File: src/rtl/instruction_fetch.sv
// Instruction fetch stage: owns the PC, fetches over a req/ack memory port and
// hands {inst, inst_pc, inst_pc_plus4} to decode over valid/ready, with redirect support.
module instruction_fetch #(
    parameter logic [31:0] RESET_PC = 32'h0000_0000
) (
    input  logic        clock,
    input  logic        reset_n,
    output logic        imem_req,
    output logic [31:0] imem_addr,
    input  logic        imem_ack,
    input  logic [31:0] imem_rdata,
    output logic        inst_valid,
    input  logic        inst_ready,
    output logic [31:0] inst,
    output logic [5:0]  opcode,
    output logic [31:0] inst_pc,
    output logic [31:0] inst_pc_plus4,
    input  logic        redirect_valid,
    input  logic [31:0] redirect_pc
);

    typedef enum logic [1:0] {
        S_BOOT  = 2'd0,
        S_FETCH = 2'd1,
        S_VALID = 2'd2,
        S_DRAIN = 2'd3
    } state_e;

    state_e      state_q, state_d;
    logic [31:0] pc_q, pc_d;
    logic [31:0] req_addr_q, req_addr_d;
    logic [31:0] inst_q, inst_d;
    logic [31:0] inst_pc_q, inst_pc_d;
    logic [31:0] inst_pc_plus4_q, inst_pc_plus4_d;

    logic [31:0] pc_plus4;
    logic [31:0] redirect_aligned;
    logic        unused_ok;

    assign pc_plus4         = pc_q + 32'd4;
    assign redirect_aligned = {redirect_pc[31:2], 2'b00};
    assign unused_ok        = ^redirect_pc[1:0];

    // Handshakes: memory transfers when imem_req & imem_ack; decode consumes
    // when inst_valid & inst_ready. A redirect suppresses the decode handshake.
    always_comb begin
        state_d         = state_q;
        pc_d            = pc_q;
        req_addr_d      = req_addr_q;
        inst_d          = inst_q;
        inst_pc_d       = inst_pc_q;
        inst_pc_plus4_d = inst_pc_plus4_q;
        imem_req        = 1'b0;
        imem_addr       = pc_q;
        inst_valid      = 1'b0;

        case (state_q)
            S_BOOT: begin
                state_d = S_FETCH;
            end
            S_FETCH: begin
                imem_req = 1'b1;
                if (redirect_valid) begin
                    // An un-acked request cannot be withdrawn; wait it out in DRAIN.
                    state_d = imem_ack ? S_FETCH : S_DRAIN;
                end else if (imem_ack) begin
                    inst_d          = imem_rdata;
                    inst_pc_d       = pc_q;
                    inst_pc_plus4_d = pc_plus4;
                    pc_d            = pc_plus4;
                    state_d         = S_VALID;
                end
            end
            S_VALID: begin
                inst_valid = !redirect_valid;
                if (redirect_valid) begin
                    state_d = S_FETCH;
                end else if (inst_ready) begin
                    imem_req = 1'b1;
                    if (imem_ack) begin
                        inst_d          = imem_rdata;
                        inst_pc_d       = pc_q;
                        inst_pc_plus4_d = pc_plus4;
                        pc_d            = pc_plus4;
                    end else begin
                        state_d = S_FETCH;
                    end
                end
            end
            S_DRAIN: begin
                imem_req  = 1'b1;
                imem_addr = req_addr_q;
                if (imem_ack) begin
                    state_d = S_FETCH;
                end
            end
            default: begin
                state_d = S_BOOT;
            end
        endcase

        if (redirect_valid) begin
            pc_d = redirect_aligned;
        end
        if (imem_req && (state_q != S_DRAIN)) begin
            req_addr_d = imem_addr;
        end
    end

    always_ff @(posedge clock or negedge reset_n) begin
        if (!reset_n) begin
            state_q         <= S_BOOT;
            pc_q            <= RESET_PC;
            req_addr_q      <= RESET_PC;
            inst_q          <= 32'd0;
            inst_pc_q       <= 32'd0;
            inst_pc_plus4_q <= 32'd4;
        end else begin
            state_q         <= state_d;
            pc_q            <= pc_d;
            req_addr_q      <= req_addr_d;
            inst_q          <= inst_d;
            inst_pc_q       <= inst_pc_d;
            inst_pc_plus4_q <= inst_pc_plus4_d;
        end
    end

    assign inst          = inst_q;
    assign opcode        = inst_q[31:26];
    assign inst_pc       = inst_pc_q;
    assign inst_pc_plus4 = inst_pc_plus4_q;

endmodule

File: config.mk
export PLATFORM = sky130hd
export DESIGN_NAME = instruction_fetch
export DESIGN_NICKNAME = d
export VERILOG_FILES = /design/src/rtl/instruction_fetch.sv
export SDC_FILE = /design/constraint.sdc
export NUM_CORES = 1
export LEC_CHECK = 0
export ABC_CLOCK_PERIOD_IN_PS = 7500
export CAP_MARGIN = 20
export CORE_MARGIN = 4
export CORE_UTILIZATION = 53
export DETAILED_ROUTE_END_ITERATION = 10
export PLACE_DENSITY = 0.86
export SLEW_MARGIN = 20
export SYNTH_ARGS = -nofsm -noshare
export SYNTH_HDL_FRONTEND = slang
export SYNTH_SLANG_ARGS = --single-unit
File: constraint.sdc
create_clock -name clock -period 7.5 [get_ports clock]
set_clock_uncertainty 0.15 [all_clocks]
set_input_delay 1.875 -clock clock [delete_from_list [all_inputs] [get_ports clock]]
set_output_delay 1.875 -clock clock [all_outputs]
set_load 0.01 [all_outputs]
==> impl_metrics.toml <==
[global_route]
grt_pass1_vias = 6116
all_layer_global_routing_usage_pct = 25.2
grt_max_degree = 93
first_pass_grt_wire_length_um = 32600
grt.overflow.total = 0
antenna_violations_before_repair = 0

[finish]
postLayoutCellArea_um2 = 10100
post_route_core_utilization_pct = 72.6
sequential_cell_area_um2 = 3910
final_nets = 899
layout.filler_cells = 929
mostFrequentLayoutCells = "clkdlybuf4s50_1, dfrtp_1, mux2_2, nand2_1, nor2_1"
syn_to_final_growth_pct = 34.1
multi_input_comb_area_um2 = 3280
proportion_of_layout_cells_with_a_drive_suffix_above_1_pct = 20.0
layout_commonest_cell = "clkdlybuf4s50_1"
antenna_cells = 0

[sta]
hold_viol_final = 0
timing.final.setup_violations = 0
min_period_ns = 5.88
timing.max_slew.rel_slack_pct = 36.0
maxSlewViolCount = 0
setup-tns-final_ns = 0
max_slew.worst_pin.slew_ns = 0.960
rsz_0062_raised_after_global_routing = "false"
achievable-frequency_mhz = 170
final_min_period_over_clock_period_pct = 78.4

[worst_setup_path]
critical_path_peak_fanout = 36
slowest_stage = "clkdlybuf4s50_1"
worst_setup_path_start_kind = "input pin"
ff2ff_setup_slack_ns = 4.42
end_kind = "output port"
crit_path_cell_trace = "clkdlybuf4s50_1 > buf_4 > clkinv_1 > buf_4 > a31o_2 > clkdlybuf4s50_1"
crit_arrival_ns = 3.85
setup.worst_path.class = "input pin to output port"
critical_path.max_stage_delay_ns = 0.48
worst_ep_required_time_ns = 5.48

[logic_synthesis]
seq_area_frac_synth_pct = 51.8
synth_area_um2 = 7540
synth-seq-cells = 156
yosysUniqueCellTypes = 52
synth_cells = 676
ys_warn_count = 0
ys.flop_type = "dfrtp_1"
synth.avg_cell_area_um2 = 11.2
synth_edf_count = 0
asyncSetResetFlopFracSynth_pct = 100

[detailed_routing]
drt-initial-drc-count = 416
route.detailed.wl_per_inst_um = 19.6
route.final.wire_length_um = 20000
drt-vias-per-instance = 5.99
drt.antenna.violating_nets = 0
detail_route.drc_violations = 0
via_count = 6124
drt-pass1-iter-count = 5

[die]
die_area_um2 = 16200
chipHeight_um = 127
fp.coreArea_um2 = 13900
num_rows = 43
chipWidth_um = 127
io_pins = 205
floorplan.initialDensity_pct = 54.1

[flow_run]
cap_violations = 0

[cts]
cts_root_buf = "clkbuf_16"
cts_hold_repair.buffers = 0
tritoncts = "built"
clk_pin_slew_worst_paths_ns = 0.07
cts_sinks = 156
clk_path_buf_depth = 2
post_cts_setup_inserts = 0
resize_count_post_cts = 0
clk_latency_ns = 0.43
cts_buffers = 17
clock_tree.htree_level_count = 4

[place]
postPlaceCellArea_um2 = 9470
place.gp.congestion = 0.848
post-dp-hpwl_um = 13600
portBuffers = 198

[pwr]
pwr-share-clk_pct = 27.6
share_comb_of_total_power_pct = 34.1
powerDensity_nw_per_um2 = 329
total_leakage_power_nw = 3.93
vdd.ir_drop.worst_v = 0.000208
share_seq_of_total_power_pct = 38.3
power.internal_mw = 2.34
total_power_mw = 3.32
net-switching-power_mw = 0.979
swShare_pct = 29.5

[outcome]
result_of_the_run = "complete, no violations"

[hold_path]
min_path_type = "flop to flop"
-- power groups by stage --
stage | Clock [mW] | Sequential (mW) | Combinational [mW]
global route | 0.970 | 1.31 | 1.21
floorplan | 0 | 1.32 | 0.461
detailed placement | 0 | 1.28 | 1.14
global placement | 0 | 1.26 | 1.12
CTS | 0.930 | 1.27 | 1.15
finish | 0.917 | 1.27 | 1.13
-- registers in the layout (all words and copies together), names as in the netlist --
name / flops
state_q: 2
inst_pc: 30
pc_q: 30
inst_pc_plus4: 30
inst: 32
req_addr_q: 32
-- worst max-delay path, delay by kind of cell --
family	cells	cell delay [ns]
buf+inv	5	1.66
compound gates	1	0.29
-- path summary, 6_finish.rpt --
path                       cells past startpoint                to             start
setup / recovery                               6          imem_req    redirect_valid
hold / removal                                 2  inst_pc_plus4[5]  inst_pc_plus4[5]
setup reg to reg                               4          inst[21]        state_q[0]
hold reg to reg                                2  inst_pc_plus4[5]  inst_pc_plus4[5]
max in group asynchronous                      2     req_addr_q[6]           reset_n
min in group asynchronous                      1    req_addr_q[12]           reset_n
-- cells in the mapped netlist (4+ instances only) --
cell,n,area [um2]
a31oi_1,33,206
buf_2,20,100
nand4_1,9,56.3
o21ai_0,41,205
or4_1,27,203
clkbuf_2,4,20.0
nor2_1,42,158
dfrtp_1,155,3880
nor3_1,4,20.0
nand3_1,12,60.1
inv_1,5,18.8
xnor2_1,21,184
buf_4,11,82.6
or3_1,9,56.3
nand2_1,47,176
a2111oi_0,4,35.0
mux2_2,118,1330
a21oi_1,5,25.0
o31ai_1,26,195
clkbuf_1,35,131
-- logic make-up (layout without fill, tap and decap cells) --
group	after synthesis	count (layout)	synth area share [%]
AOI/OAI and AO/OA	120	120	10.0
xor gates and xnor gates	22	22	2.56
adders and majority gates	1	1	0.166
buffers and inverters	81	244	5.18
DFF	156	156	51.8
muxes	119	119	17.8
other	1	4	0.0497
and+or+nand+nor	176	176	12.5
-- per-stage QoR --
step / std cells / setup slack, ns / hold slack, ns
2_1_floorplan: 679 / 2.74 / 0.296
3_3_place_gp: 989 / 1.63 / 0.310
3_5_place_dp: 989 / 1.63 / 0.319
4_1_cts: 1021 / 1.63 / 0.329
5_1_grt: 1022 / 1.53 / 0.349
6_report: 1022 / 1.62 / 0.330
-- final cells by class --
class / count / share of cell area (%)
Clock buffer: 18 / 4.34
Inverter: 6 / 0.223
Tap cell: 180 / 2.23
Clock inverter: 14 / 1.88
Sequential cell: 156 / 38.6
Timing Repair Buffer: 206 / 20.2
Multi-Input combinational cell: 442 / 32.5
-- layer usage --
layer / part of all wire [%] / global-route usage (%) / up-vias
met5: 0 / 0 / -
met4: 1.9 / 7.26 / 0
met3: 8.5 / 7.23 / 47
met2: 50 / 42.1 / 311
met1: 40 / 32.0 / 3017
li1: - / - / 2749
Note: power is estimated with default switching activity, not from simulation.
